[src/rtl/pic_pkg.sv]
// Shared definitions for the programmable interrupt controller.
// Covers register offsets, command codes, read-select bits and level wrap arithmetic.
package pic_pkg;

  localparam int MAX_IRQ = 16;

  localparam logic [1:0] REG_OCW    = 2'd0;
  localparam logic [1:0] REG_IMR_LO = 2'd1;
  localparam logic [1:0] REG_IMR_HI = 2'd2;
  localparam logic [1:0] REG_VEC    = 2'd3;

  typedef enum logic [2:0] {
    OCW_RDSEL = 3'b000,
    EOI_NS    = 3'b001,
    EOI_SP    = 3'b011,
    EOI_ROT   = 3'b101,
    SET_PRIO  = 3'b111
  } ocw_code_e;

  localparam int RD_ISR_BIT  = 0;
  localparam int RD_HIGH_BIT = 1;

  function automatic logic [3:0] wrap_lvl(input logic [4:0] v, input int n);
    return 4'(int'(v) % n);
  endfunction

endpackage

[src/rtl/pic_prio_enc.sv]
// Rotating-priority encoder: picks the set request with the lowest rank (i - prio_base) mod N.
// Purely combinational, zero latency; no flow control.
module pic_prio_enc #(
  parameter int N = 16
) (
  input  logic [N-1:0] req,
  input  logic [3:0]   prio_base,
  output logic         valid,
  output logic [3:0]   level,
  output logic [3:0]   rank
);

  int         idx;
  logic [3:0] idx4;

  // Walk from lowest to highest priority so the last hit is the winner.
  always_comb begin
    valid = 1'b0;
    level = 4'd0;
    rank  = 4'd0;
    idx   = 0;
    idx4  = 4'd0;
    for (int r = N - 1; r >= 0; r--) begin
      idx = int'(prio_base) + r;
      if (idx >= N) idx = idx - N;
      idx4 = 4'(idx);
      if (req[idx4]) begin
        valid = 1'b1;
        level = idx4;
        rank  = 4'(r);
      end
    end
  end

endmodule

[src/rtl/pic_ctl.sv]
// Interrupt controller on the CPU port bus: edge-latched requests, fixed/rotating priority, vectored toggle handshake.
// irq_in edge to intr toggle takes 3 clocks; dispatch stalls while intr != intr_latch.
module pic_ctl
  import pic_pkg::*;
#(
  parameter int          NUM_IRQ   = 16,
  parameter logic [15:0] BASE_PORT = 16'h20,
  parameter logic [7:0]  VECT_RST  = 8'h08
) (
  input  logic               clock,
  input  logic               reset,
  input  logic               port_clk,
  input  logic [15:0]        port,
  input  logic [7:0]         port_o,
  input  logic               port_w,
  output logic [7:0]         port_i,
  input  logic [NUM_IRQ-1:0] irq_in,
  output logic               intr,
  output logic [7:0]         irq,
  input  logic               intr_latch
);

  logic [NUM_IRQ-1:0] irq_s, irq_d, irr, isr, imr, pend, rise;
  logic [NUM_IRQ-1:0] irr_n, isr_n, imr_n;
  logic               primed, aeoi, aeoi_rot, aeoi_n, rot_n;
  logic [3:0]         prio_base, prio_n;
  logic [7:0]         vect_base, vect_n, rd_dat;
  logic [1:0]         rd_sel, rdsel_n, reg_sel;
  logic [15:0]        off, imr_wr, irr16, isr16, imr16, sel16;
  logic               hit_wr, hit_rd, dispatch;
  logic               c_vld, s_vld;
  logic [3:0]         c_lvl, c_rank, s_lvl, s_rank;

  assign off     = port - BASE_PORT;
  assign reg_sel = off[1:0];
  assign hit_wr  = port_clk && port_w && (off[15:2] == 14'd0);
  assign hit_rd  = port_clk && !port_w && (off[15:2] == 14'd0);

  assign pend = irr & ~imr;
  assign rise = primed ? (irq_s & ~irq_d) : {NUM_IRQ{1'b0}};

  pic_prio_enc #(.N(NUM_IRQ)) u_cand (
    .req(pend), .prio_base(prio_base), .valid(c_vld), .level(c_lvl), .rank(c_rank)
  );

  pic_prio_enc #(.N(NUM_IRQ)) u_isr (
    .req(isr), .prio_base(prio_base), .valid(s_vld), .level(s_lvl), .rank(s_rank)
  );

  assign dispatch = (intr == intr_latch) && c_vld && (!s_vld || (c_rank < s_rank));

  always_comb begin
    irr_n   = irr;
    isr_n   = isr;
    imr_n   = imr;
    prio_n  = prio_base;
    vect_n  = vect_base;
    aeoi_n  = aeoi;
    rot_n   = aeoi_rot;
    rdsel_n = rd_sel;
    imr_wr  = 16'(imr);
    if (dispatch) begin
      irr_n[c_lvl] = 1'b0;
      if (aeoi && aeoi_rot) prio_n = wrap_lvl({1'b0, c_lvl} + 5'd1, NUM_IRQ);
    end
    irr_n = irr_n | rise;
    // A port write to the priority base overrides an AEOI rotation in the same cycle.
    if (hit_wr) begin
      case (reg_sel)
        REG_OCW: begin
          case (port_o[7:5])
            EOI_NS:   if (s_vld) isr_n[s_lvl] = 1'b0;
            EOI_SP:   if ({1'b0, port_o[3:0]} < 5'(NUM_IRQ)) isr_n[port_o[3:0]] = 1'b0;
            EOI_ROT:  if (s_vld) begin
                        isr_n[s_lvl] = 1'b0;
                        prio_n = wrap_lvl({1'b0, s_lvl} + 5'd1, NUM_IRQ);
                      end
            SET_PRIO: prio_n = wrap_lvl({1'b0, port_o[3:0]} + 5'd1, NUM_IRQ);
            OCW_RDSEL: if (port_o[3]) rdsel_n = port_o[1:0];
            default: ;
          endcase
        end
        REG_IMR_LO: begin
          imr_wr[7:0] = port_o;
          imr_n = imr_wr[NUM_IRQ-1:0];
        end
        REG_IMR_HI: begin
          if (NUM_IRQ > 8) begin
            imr_wr[15:8] = port_o;
            imr_n = imr_wr[NUM_IRQ-1:0];
          end
        end
        default: begin
          vect_n = {port_o[7:3], 3'b000};
          aeoi_n = port_o[0];
          rot_n  = port_o[1];
        end
      endcase
    end
    if (dispatch && !aeoi) isr_n[c_lvl] = 1'b1;
  end

  always_comb begin
    irr16 = 16'(irr);
    isr16 = 16'(isr);
    imr16 = 16'(imr);
    sel16 = rd_sel[RD_ISR_BIT] ? isr16 : irr16;
    case (reg_sel)
      REG_OCW:    rd_dat = rd_sel[RD_HIGH_BIT] ? sel16[15:8] : sel16[7:0];
      REG_IMR_LO: rd_dat = imr16[7:0];
      REG_IMR_HI: rd_dat = imr16[15:8];
      default:    rd_dat = {vect_base[7:3], 2'b00, aeoi};
    endcase
  end

  always_ff @(posedge clock or posedge reset) begin
    if (reset) begin
      irq_s     <= '0;
      irq_d     <= '0;
      primed    <= 1'b0;
      irr       <= '0;
      isr       <= '0;
      imr       <= '0;
      prio_base <= 4'd0;
      vect_base <= VECT_RST;
      aeoi      <= 1'b0;
      aeoi_rot  <= 1'b0;
      rd_sel    <= 2'b00;
      port_i    <= 8'h00;
      intr      <= 1'b0;
      irq       <= 8'h00;
    end else begin
      irq_s <= irq_in;
      // First cycle out of reset seeds the edge history with the live line levels.
      irq_d     <= primed ? irq_s : irq_in;
      primed    <= 1'b1;
      irr       <= irr_n;
      isr       <= isr_n;
      imr       <= imr_n;
      prio_base <= prio_n;
      vect_base <= vect_n;
      aeoi      <= aeoi_n;
      aeoi_rot  <= rot_n;
      rd_sel    <= rdsel_n;
      if (hit_rd) port_i <= rd_dat;
      if (dispatch) begin
        irq  <= vect_base + {4'b0000, c_lvl};
        intr <= ~intr_latch;
      end
    end
  end

endmodule

[config.mk]
export PLATFORM = sky130hd
export DESIGN_NAME = pic_ctl
export DESIGN_NICKNAME = d
export VERILOG_FILES = /design/src/rtl/pic_pkg.sv /design/src/rtl/pic_prio_enc.sv /design/src/rtl/pic_ctl.sv
export SDC_FILE = /design/constraint.sdc
export NUM_CORES = 1
export LEC_CHECK = 0
export BUFFER_PORTS_ARGS = -buffer_cell sky130_fd_sc_hd__buf_2
export CORE_MARGIN = 4
export CORE_UTILIZATION = 25
export CTS_BUF_LIST = sky130_fd_sc_hd__clkbuf_2 sky130_fd_sc_hd__clkbuf_4 sky130_fd_sc_hd__clkbuf_8
export CTS_CLUSTER_SIZE = 20
export DETAILED_ROUTE_END_ITERATION = 12
export HOLD_SLACK_MARGIN = 0.15
export SETUP_SLACK_MARGIN = 0.02
export SYNTH_ARGS = -nofsm -noshare
export SYNTH_HDL_FRONTEND = slang
export SYNTH_SLANG_ARGS = --single-unit
[constraint.sdc]
create_clock -name clock -period 7 [get_ports clock]
set_clock_uncertainty 0.15 [all_clocks]
set_input_delay 0 -clock clock [delete_from_list [all_inputs] [get_ports clock]]
set_output_delay 0 -clock clock [all_outputs]
set_load 0.03 [all_outputs]
Word-level counts from Yosys, hierarchy flattened
Index checks and enable logic that the tools add are counted.
{"block": "word_totals", "regBits": 111, "latchBits": 0, "ramBits": 0, "romBits": 0, "input_bits": 45, "wordCells": 337, "memories": 0}
{"block": "classes", "add_sub_neg": 36, "n_mul": 0, "n_div": 0, "order_cmp": 39, "eq_ne": 7, "n_shift": 0, "muxes": 200, "n_bitwise": 16, "n_reduce_logical": 24}
{"op": "4-bit two-way mux", "count": 85}
{"op": "1-bit binary-select mux with 4-bit select", "count": 32}
{"op": "16-bit two-way mux", "count": 8}
{"op": "4-bit by 5-bit less-than comparator with 1-bit output (second input constant)", "count": 19}
{"op": "16-bit AND", "count": 5}
{"op": "16-bit NOT", "count": 5}
{"op": "5-bit greater-or-equal comparator (second input constant)", "count": 15}
{"op": "1-bit two-way mux", "count": 67}
{"op": "16-bit one-hot mux with 2 select lines", "count": 2}
{"op": "4-bit by 1-bit subtractor with 4-bit output (second input constant)", "count": 16}
{"op": "4-bit by 4-bit adder with 5-bit output (second input constant)", "count": 8}
{"op": "16-bit OR", "count": 2}
{"op": "8-bit one-hot mux with 3 select lines", "count": 1}
{"op": "4-bit by 3-bit adder with 5-bit output (second input constant)", "count": 4}
{"op": "16-bit by 6-bit subtractor with 16-bit output (second input constant)", "count": 1}
{"op": "14-bit logical NOT", "count": 1}
{"op": "4-bit by 1-bit adder with 4-bit output (second input constant)", "count": 3}
{"op": "1-bit demux with 4-bit select", "count": 3}
{"op": "4-bit by 1-bit greater-or-equal comparator with 1-bit output (second input constant)", "count": 3}
{"op": "1-bit logical AND", "count": 11}
{"op": "4-bit by 2-bit adder with 5-bit output (second input constant)", "count": 2}
{"op": "8-bit by 4-bit adder with 8-bit output", "count": 1}
{"op": "8-bit two-way mux", "count": 1}
{"op": "4-bit one-hot mux with 2 select lines", "count": 1}
{"op": "other kinds (19)", "count": 26}

Longest topological paths before layout
Gate-level depths: netlist (run 1).
{"block": "depth", "depth_word": 33, "depth_mapped": 25}

Hierarchy
From an unflattened synthesis (run 1), not the netlist that was laid out.
{"block": "hier_totals", "hier_cells": 1029, "hier_area_um2": 10312.4}
{"module": "pic_ctl", "n_inst": 1, "cells_per_inst": 515, "area_per_inst_um2": 5743.0}
{"module": "pic_prio_enc", "n_inst": 2, "cells_per_inst": 257, "area_per_inst_um2": 2284.7}

Worst setup path after synthesis (run 1)
OpenSTA, ideal clock, no wires.
{"block": "synth_timing", "kind": "register to register", "startpoint": "register prio_base[1]", "endpoint": "register irr[15]", "t_arrival_ns": 5.304, "setup_slack_ns": 1.425, "stages_incl_launch_ff": 21, "n_path_buf": 5, "synth_period_minus_slack_ns": 5.575, "cell_sequence": "dfrtp_1 > buf_2 > clkinv_1 > clkbuf_1 > ha_1 > clkbuf_1 > clkbuf_1 > mux4_2 > mux4_2 > or4_4 > o21ai_0 > ha_1 > a21o_1 > a21oi_1 > and3_1 > a22o_4 > a31oi_4 > buf_6 > nor3b_4 > nand2_1 > a32o_1"}
{"block": "synth_via", "elab_chain_len": 29, "elab_cells_between_ends": 221, "classes_between": "add/sub (31); order compare (19); mux (163); bitwise (3); reduce/logical (5)"}
{"item": "start, declared", "line": "pic_ctl.sv:26", "source": "logic [3:0] prio_base, prio_n;"}
{"item": "start signal, assigned", "line": "pic_ctl.sv:140", "source": "prio_base <= prio_n;"}
{"item": "4-bit by 4-bit adder with 5-bit output", "line": "pic_prio_enc.sv:24", "source": "idx = int'(prio_base) + r;"}
{"item": "4-bit by 1-bit subtractor with 4-bit output or 5-bit greater-or-equal comparator (tied branches)", "line": "pic_prio_enc.sv:25", "source": "if (idx >= N) idx = idx - N;"}
{"item": "4-bit two-way mux", "line": "pic_prio_enc.sv:25"}
{"item": "1-bit binary-select mux with 4-bit select", "line": "pic_prio_enc.sv:27", "source": "if (req[idx4]) begin"}
{"item": "1-bit two-way mux (not written as such)", "line": "pic_prio_enc.sv:27"}
{"item": "4-bit two-way mux (16 in a row)", "line": "pic_prio_enc.sv:27"}
{"item": "4-bit by 5-bit less-than comparator with 1-bit output (not written as such) or 4-bit by 1-bit greater-or-equal comparator with 1-bit output (tied branches)", "line": "pic_ctl.sv:63", "source": "irr_n[c_lvl] = 1'b0;"}
{"item": "1-bit logical AND (not written as such)", "line": "pic_ctl.sv:63"}
{"item": "1-bit two-way mux (not written as such)", "line": "pic_ctl.sv:63"}
{"item": "1-bit demux with 4-bit select", "line": "pic_ctl.sv:63"}
{"item": "16-bit NOT (no source line)"}
{"item": "16-bit AND (no source line)"}
{"item": "16-bit two-way mux (*)", "line": "pic_ctl.sv:62", "source": "if (dispatch) begin"}
{"item": "16-bit OR (*)", "line": "pic_ctl.sv:66", "source": "irr_n = irr_n | rise;"}
{"item": "net irr_n[15]", "line": "pic_ctl.sv:24", "source": "logic [NUM_IRQ-1:0] irr_n, isr_n, imr_n;"}
{"item": "end signal, assigned", "line": "pic_ctl.sv:137", "source": "irr <= irr_n;"}
{"item": "end, declared", "line": "pic_ctl.sv:23", "source": "logic [NUM_IRQ-1:0] irq_s, irq_d, irr, isr, imr, pend, rise;"}
Mark *: on every way through the listed nets, which the timed path passes. The rest lies on a longest branch. The select of a mux whose other input is x is not followed.
A chain may end at the register's enable or synchronous reset.

Worst setup path in the final report (run 1)
{"block": "layout_timing", "startpoint": "register prio_base[2]", "endpoint": "register isr[8]"}
{"block": "layout_via", "elab_chain_len": 33, "elab_cells_between_ends": 247, "classes_between": "add/sub (31); order compare (21); mux (185); bitwise (3); reduce/logical (7)"}
{"item": "4-bit by 4-bit adder with 5-bit output", "line": "pic_prio_enc.sv:24"}
{"item": "4-bit by 1-bit subtractor with 4-bit output or 5-bit greater-or-equal comparator (tied branches)", "line": "pic_prio_enc.sv:25"}
{"item": "4-bit two-way mux", "line": "pic_prio_enc.sv:25"}
{"item": "1-bit binary-select mux with 4-bit select", "line": "pic_prio_enc.sv:27"}
{"item": "1-bit two-way mux (not written as such)", "line": "pic_prio_enc.sv:27"}
{"item": "4-bit two-way mux (16 in a row)", "line": "pic_prio_enc.sv:27"}
{"item": "4-bit by 5-bit less-than comparator with 1-bit output (not written as such) or 4-bit by 1-bit greater-or-equal comparator with 1-bit output (tied branches)", "line": "pic_ctl.sv:72, pic_ctl.sv:75"}
{"item": "1-bit logical AND (not written as such)", "line": "pic_ctl.sv:72, pic_ctl.sv:75"}
{"item": "[... 3 more ...]"}
{"item": "16-bit AND (no source line)"}
{"item": "16-bit two-way mux", "line": "pic_ctl.sv:72, pic_ctl.sv:74"}
{"item": "16-bit one-hot mux with 2 select lines", "line": "pic_ctl.sv:71", "source": "case (port_o[7:5])"}
{"item": "16-bit two-way mux", "line": "pic_ctl.sv:69", "source": "case (reg_sel)"}
{"item": "16-bit two-way mux", "line": "pic_ctl.sv:68", "source": "if (hit_wr) begin"}
{"item": "16-bit OR (no source line)"}
{"item": "16-bit two-way mux (*)", "line": "pic_ctl.sv:100", "source": "if (dispatch && !aeoi) isr_n[c_lvl] = 1'b1;"}
{"item": "net isr_n[8]", "line": "pic_ctl.sv:24"}
{"item": "end signal, assigned", "line": "pic_ctl.sv:138", "source": "isr <= isr_n;"}
{"item": "end, declared", "line": "pic_ctl.sv:23"}
Marked as above.

==> results of run 1 <==
power groups by stage:
stage	clock, uW	combinational [uW]	sequential (uW)
6_report	392	822	783
2_1_floorplan	0	545	759
4_1_cts	400	803	779
3_3_place_gp	0	781	789
5_1_grt	423	886	786
3_5_place_dp	0	779	791
flip-flops by register name, summed over array words and instances, names as in the netlist:
register	cells
aeoi	1
aeoi_rot	1
irr	16
imr	16
prio_base	4
irq_s	16
port_i	8
rd_sel	2
primed	1
isr	16
vect_base	5
intr	1
irq	8
irq_d	16
kinds of logic (layout without fill, tap and decap cells):
group / after synthesis / after routing / share of synthesized area [%]
AO/OA/AOI/OAI: 282 / 282 / 18.92
XOR/XNOR: 26 / 26 / 2.301
adder cells (fa/ha/maj): 25 / 25 / 3.060
buffers and inverters: 99 / 202 / 4.210
flip-flops: 111 / 111 / 27.18
multiplexers: 180 / 180 / 27.34
other: 1 / 1 / 0.03668
AND/OR/NAND/NOR: 338 / 338 / 16.95
layout make-up:
class | instances | area, um2
clock buffers | 9 | 123.9
clock inverters | 7 | 75.07
fillers | 4200 | 28260
inverters | 48 | 185.2
multi-input cells | 852 | 7014
flip-flops and latches | 111 | 2780
well taps | 525 | 656.9
repair buffers | 138 | 1003
per-stage QoR:
step / worst slack [ns] / hold WS (ns) / cells / util [%] / instance area [um2]
floorplan: 1.425 / -0.1186 / 1062 / - / 10220
global placement: 1.036 / -0.02659 / 1626 / 27.83 / 11160
detailed placement: 1.059 / -0.02739 / 1626 / 27.83 / 11160
CTS: 1.021 / 0.1681 / 1690 / 29.53 / 11840
global route: 0.6295 / 0.2422 / 1690 / 29.53 / 11840
finish: 0.9306 / 0.2035 / 1690 / 29.53 / 11840
layout by cell type, fill, tap and decap left out, drive strengths merged, types with 10 or more instances in the layout:
cell type	count
a2111oi	10
a21o	11
a21oi	40
a22oi	16
buf	90
dfrtp	110
dlygate4sd3	48
ha	25
inv	51
mux2	62
mux2i	46
mux4	72
nand2	115
nand2b	27
nand3	21
nand4	11
nor2	66
nor2b	27
nor3	21
nor3b	15
o211ai	12
o21ai	76
o22ai	23
o2bb2ai	16
xnor2	16
xor2	10
routing by layer:
layer  GRT usage [%]  part of all wire [%]
met1           22.41                    43
met2           25.08                    46
met3           2.218                   8.4
met4           4.275                   2.9
met5               0                     0
path summary, 6_finish.rpt:
kind | to | slack [ns] | cells after the start | startpoint
worst max-delay path | isr[8] | 0.93 | 21 | prio_base[2]
max in group asynchronous | prio_base[0] | 4.77 | 5 | reset
worst min register to register | irr[5] | 0.26 | 1 | irq_d[5]
worst max register to register | isr[8] | 0.93 | 21 | prio_base[2]
min in group asynchronous | primed | 0.68 | 4 | reset
worst min-delay path | isr[15] | 0.20 | 7 | port[11]
worst max-delay path, stage by stage, from the launching register on:
cell,delay [ns]
dfrtp_1,0.84
ha_1,0.46
xor2_1,0.48
buf_4,0.27
mux4_2,0.30
mux2i_1,0.40
mux2i_1,0.14
buf_4,0.20
nand2b_1,0.08
o211ai_1,0.10
a311o_1,0.39
a311oi_1,0.38
ha_1,0.21
a21o_1,0.11
a21oi_1,0.07
and3_1,0.18
a22o_4,0.26
a31oi_4,0.22
buf_4,0.32
nor2_1,0.12
nand2_1,0.16
o22ai_1,0.10
==> impl_summary.log, run 1 <==
[metrics] number of antenna violations at the first check in global routing: 0
[metrics] crit share post-route: about 87%
[metrics] clock latency of the later-clocked register in the worst-skew pair: 0.39 ns
[metrics] worst-path fanout max: 19
[metrics] RePlAce Congestion: 0.9756
[metrics] fin nets: 1,230
[metrics] Tightest Pin Transition: 1.232 ns
[metrics] post-detailed-route via-to-cell ratio: about 5.7
[metrics] Worst Setup Path Type: flop to flop
[metrics] Yosys top cell area share: 26.92%
[metrics] minimum clock period after layout: between 6 and 7 ns
[metrics] worst endpoint data arrival time: 6.19 ns
[metrics] result of the run: finished clean
[metrics] starting utilization of the core area: 25.50%
[metrics] H-tree levels: 3
[metrics] final-layout setup total negative slack: 0 ns
[metrics] Required @ worst endpoint: ~7 ns
[metrics] maximum vdd ir drop: 116.9 uV
[metrics] post-cts resize count: 0
[metrics] Pint: 1164 uW
[metrics] synthesis warning total: 0
[metrics] cell with the most instances after synthesis: nand2_1
[metrics] net switching power figure: between 800 and 900 uW
[metrics] total of max-cap violations: 0
[metrics] average size of a mapped cell: ~9.6 um2
[metrics] DPL Wire Length: between 20,000 and 30,000 um
[metrics] share of flip-flops with an asynchronous set or reset: 100.0%
[metrics] Power Total: 1997 uW
[metrics] vias in the first global route: 9,469
[metrics] All-Layer GR Usage: 15.71%
[metrics] number of antenna repair diodes: 0
[metrics] largest cells by area after synthesis: dfrtp_1 (27%), mux4_2 (16%), mux2_2 (6.4%)
[metrics] clk sink count: 111
[metrics] RSZ-0062 raised after global routing: false
[metrics] final setup violation count: 0
[metrics] wirelength, routed: between 30,000 and 40,000 um
[metrics] post-synthesis instance area: 0.01022 mm2
[metrics] Worst Setup End Kind: flop
[metrics] buffers inserted by post-CTS timing repair: 0
[metrics] # hold bufs at CTS: 48
[metrics] core outline area: 0.04010 mm2
[metrics] die width: between 200 and 250 um
[metrics] synthesis-to-finish area growth: 15.80%
[metrics] number of cell rows: 73
[metrics] clock tree buffer depth: 2
[metrics] aggregate global routing overflow: 0
[metrics] most used standard cells in the synthesized netlist: nand2_1 (115), dfrtp_1 (110), mux4_2 (72), o21ai_0 (70), nor2_1 (65)
[metrics] global-route wire length before repair: 56,260 um
[metrics] Antenna Violating Nets Remaining: 0
[metrics] routed via count: 9,683
[metrics] worst relative slew slack: 17.11%
[metrics] Initial DRC Count: 1,399
[metrics] commonest register cell after synthesis: dfrtp_1
[metrics] largest net degree at the start of global routing: 63
[metrics] clock tree from TritonCTS: done
[metrics] number of iterations in the first detailed-routing pass: 8
[metrics] synthesized instance count: approximately 1,100
[metrics] height of the die: between 200 and 250 um
[metrics] Sw Ratio: a little over two fifths
[metrics] routed length per placed instance: 21.29 um
[metrics] clock root buffer: clkbuf_8
[metrics] max-slew violation total from the final report: 0
[metrics] worst min path class: input pin to flop
[metrics] EDFF count, synth: 0
[metrics] maximum clock frequency: approximately 160 MHz
[metrics] post-synthesis cell type count: 90
[metrics] logic gate share of total power: 41.2%
[metrics] Port-buffer cells: 61
[metrics] Boundary Pins: 62
[metrics] share of final-layout standard cells stronger than drive strength 1: 22.75%
[metrics] crit start category: flop
[metrics] clock group share of total power: 19.6%
[metrics] number of remaining DRC errors: 0
[metrics] number of buffers inserted during clock tree synthesis: 9
[metrics] Final Hold Viols: 0
[metrics] Synth area leader: dfrtp_1
[metrics] count of state elements after synthesis: 111
[metrics] sequential element share of the synthesized area: 27.18%
[metrics] number of nets in the synthesized netlist: 1,132
[metrics] PwrDens: 168.6 mW/mm2
[metrics] leakage power figure: around 0.0047 uW
[metrics] Die Footprint: between 0.04 and 0.05 mm2
[metrics] sequential share of power: between 30% and 40%
[metrics] clock transition at the registers of the reported paths: 0.11 ns
No activity file was read; power rests on OpenSTA's default activity.
==> run 2, diff against run 1 <==
RECOVER_POWER = 50   (was default)
==> run 2 against run 1 <==
The run now ends with capacitance limit, slew limit left. Critical path depth shrank 2. Total power shrank 0.16%. Count of clock-buffer cells in the layout is the same. Largest cell class unchanged. Highest routed layer unchanged.
==> impl_summary.log, run 2 (same netlist as run 1, synthesis figures left out) <==
[metrics] result of the run: finished with violations
[metrics] failing checks: capacitance limit, slew limit
[metrics] worst min path class: input pin to flop
[metrics] RR Startpoint: prio_base[2]
[metrics] Initial DRC Count: 1,333 (-4.7%)
[metrics] clock transition at the registers of the reported paths: 0.11 ns (about the same)
[metrics] worst endpoint data arrival time: 6.16 ns (-0.03 ns)
[metrics] PwrDens: 168.9 mW/mm2 (+0.17%)
[metrics] Worst Hold Path Cells: 7 (unchanged)
[metrics] routed via count: 9,660 (-0.24%)
[metrics] clock tree from TritonCTS: done
[metrics] cell-by-cell trace of the critical path: inv_2, ha_1, a21oi_1, xnor2_1, mux2_2, nor4_1, o211ai_1, a311o_1, a311oi_1, ha_1, a21o_1, a21oi_1, and3_1, a22o_4, a31oi_4, buf_4, nor2b_1, nand2_1, o22ai_1
[metrics] number of buffers and inverters on the critical path: 2 (-1)
[metrics] worst-path fanout max: 21 (+2)
[metrics] minimum clock period after layout: 6.047 ns (-0.02201 ns)
[metrics] wirelength, routed: 35,940 um (about the same)
[metrics] die width: 210.2 um (unchanged)
[metrics] RePlAce Congestion: 0.9756 (unchanged)
[metrics] clock root buffer: clkbuf_8
[metrics] Finished Layout Cells: 1,690 (unchanged)
[metrics] number of remaining DRC errors: 0 (unchanged)
[metrics] clock group share of total power: 19.6% (about the same)
[metrics] crit share post-route: 86.39% (-0.31 points)
[metrics] final core utilization: 29.43% (-0.097 points)
[metrics] Worst Setup Path Type: flop to flop
[metrics] Tightest Pin Transition: 2.266 ns (+1.033 ns)
[metrics] routed length per placed instance: 21.27 um (about the same)
[metrics] largest net degree at the start of global routing: 63 (unchanged)
[metrics] starting utilization of the core area: 25.50% (unchanged)
[metrics] Port-buffer cells: 61 (unchanged)
[metrics] maximum clock frequency: 165.4 MHz (+0.36%)
[metrics] Required @ worst endpoint: 7.12 ns (about the same)
[metrics] synthesis-to-finish area growth: 15.42%
[metrics] final-layout setup total negative slack: 0 ns (unchanged)
[metrics] clock tree buffer depth: 2 (unchanged)
[metrics] H-tree levels: 3 (unchanged)
[metrics] post-cts resize count: 0 (unchanged)
[metrics] post-detailed-route via-to-cell ratio: 5.716 (-0.24%)
[metrics] Die Footprint: 0.04419 mm2 (unchanged)
[metrics] worst relative slew slack: -51.88% (-69 points)
[metrics] max-slew violation total from the final report: 55 (+55)
[metrics] number of antenna violations at the first check in global routing: 0 (unchanged)
[metrics] number of buffers inserted during clock tree synthesis: 9 (unchanged)
[metrics] maximum vdd ir drop: 116.4 uV (-0.41%)
[metrics] number of placed cells counting well taps: 1,626 (unchanged)
[metrics] Post-Place Setup Slack: 1.059 ns (unchanged)
[metrics] cell area after placement: 0.01116 mm2 (unchanged)
[metrics] highest-count cells in the layout ignoring fill and taps: nand2_1 (115), dfrtp_1 (109), mux4_2 (72)
[metrics] global-route wire length before repair: 56,260 um (unchanged)
[metrics] height of the die: 210.2 um (unchanged)
[metrics] Crit path max-delay family: compound AO/OA/AOI/OAI gates
[metrics] number of antenna repair diodes: 0 (unchanged)
[metrics] worst setup slack for register-to-register paths: 0.95 ns (+0.02 ns)
[metrics] # hold bufs at CTS: 48 (unchanged)
[metrics] end of the worst register-to-register path: isr[6]
[metrics] logic gate share of total power: 41.1% (about the same)
[metrics] Pint: 1160 uW (-0.32%)
[metrics] Fillers: 4,215 (+0.36%)
[metrics] DPL Wire Length: 27,200 um (unchanged)
[metrics] sequential share of power: 39.3% (about the same)
[metrics] share of final-layout standard cells stronger than drive strength 1: 20.17% (-2.6 points)
[metrics] clk sink count: 111 (unchanged)
[metrics] total of max-cap violations: 1 (+1)
[metrics] crit start category: flop
[metrics] Slowest cell on crit path: xnor2_1
[metrics] final setup violation count: 0 (unchanged)
[metrics] leakage power figure: 0.004550 uW (-2.3%)
[metrics] number of cell rows: 73 (unchanged)
[metrics] RSZ-0062 raised after global routing: false
[metrics] Final Hold Viols: 0 (unchanged)
[metrics] min setup slack post-route: 0.9526 ns (+0.02201 ns)
[metrics] Worst Setup End Kind: flop
[metrics] number of cells on the worst reg-to-reg path: 19 (-9.5%)
[metrics] All-Layer GR Usage: 15.71% (unchanged)
[metrics] fin nets: 1,230 (unchanged)
[metrics] buffers inserted by post-CTS timing repair: 0 (unchanged)
[metrics] clock latency of the later-clocked register in the worst-skew pair: 0.39 ns (about the same)
[metrics] Worst Min Path Start: port[11]
[metrics] net switching power figure: 833.0 uW (about the same)
[metrics] Final Cell Area: 0.01180 mm2 (-0.33%)
[metrics] Antenna Violating Nets Remaining: 0 (unchanged)
[metrics] commonest non-fill, non-tap cell in the layout: nand2_1
[metrics] Worst Hold Path EP: isr[15]
[metrics] core outline area: 0.04010 mm2 (unchanged)
[metrics] Boundary Pins: 62 (unchanged)
[metrics] Sw Ratio: 41.79% (+0.091 points)
[metrics] largest incremental delay on the critical path: 0.82 ns (-0.02 ns)
[metrics] number of iterations in the first detailed-routing pass: 6 (-2)
[metrics] vias in the first global route: 9,469 (unchanged)
[metrics] aggregate global routing overflow: 0 (unchanged)
run 2: stage by stage:
| stage | hold slack (ns) | total power [uW] |
|---|---|---|
| final | 0.2070 | 1993 |
| after CTS | 0.1681 | 1982 |
| after global placement | -0.02659 | 1571 |
| after floorplan | -0.1186 | 1304 |
| after global routing | 0.2422 | 2091 |
| after detailed placement | -0.02739 | 1570 |
run 2: power groups by stage:
| stage | Clock (uW) | Sequential, uW | Combinational [uW] |
|---|---|---|---|
| global placement | 0 | 789 | 781 |
| detailed placement | 0 | 791 | 779 |
| floorplan | 0 | 759 | 545 |
| CTS | 400 | 779 | 803 |
| global route | 423 | 786 | 882 |
| finish | 391 | 783 | 820 |
run 2: cell type report:
type,count,area [um2],area share (%)
Clock inverter,7,75.07,0.6362
Sequential cell,111,2780,23.56
Timing Repair Buffer,138,965.9,8.186
Tap cell,525,656.9,5.567
Multi-Input combinational cell,852,7014,59.44
Clock buffer,9,123.9,1.050
Inverter,48,183.9,1.559
run 2: worst max path at each step:
stage,startpoint,to,cells after the start,slack (ns)
global placement,prio_base[2],isr[11],21,1.04
detailed placement,prio_base[2],isr[1],21,1.06
finish,prio_base[2],isr[6],19,0.95
floorplan,prio_base[1],irr[15],20,1.42
global route,prio_base[1],isr[15],21,0.63
CTS,prio_base[2],isr[11],21,1.02
run 2: layer usage:
metal  GRT usage [%]  routed length, um
met1           22.41              15700
met2           25.08              16470
met3           2.218               2792
met4           4.275                989
met5               0                  0
run 2: tightest hold or removal path: cells and delay by family:
| family | cells | cell delay, ns |
|---|---|---|
| AO/OA/AOI/OAI | 2 | 0.24 |
| AND/OR/NAND/NOR | 4 | 0.39 |
| buffers and inverters | 1 | 0.08 |
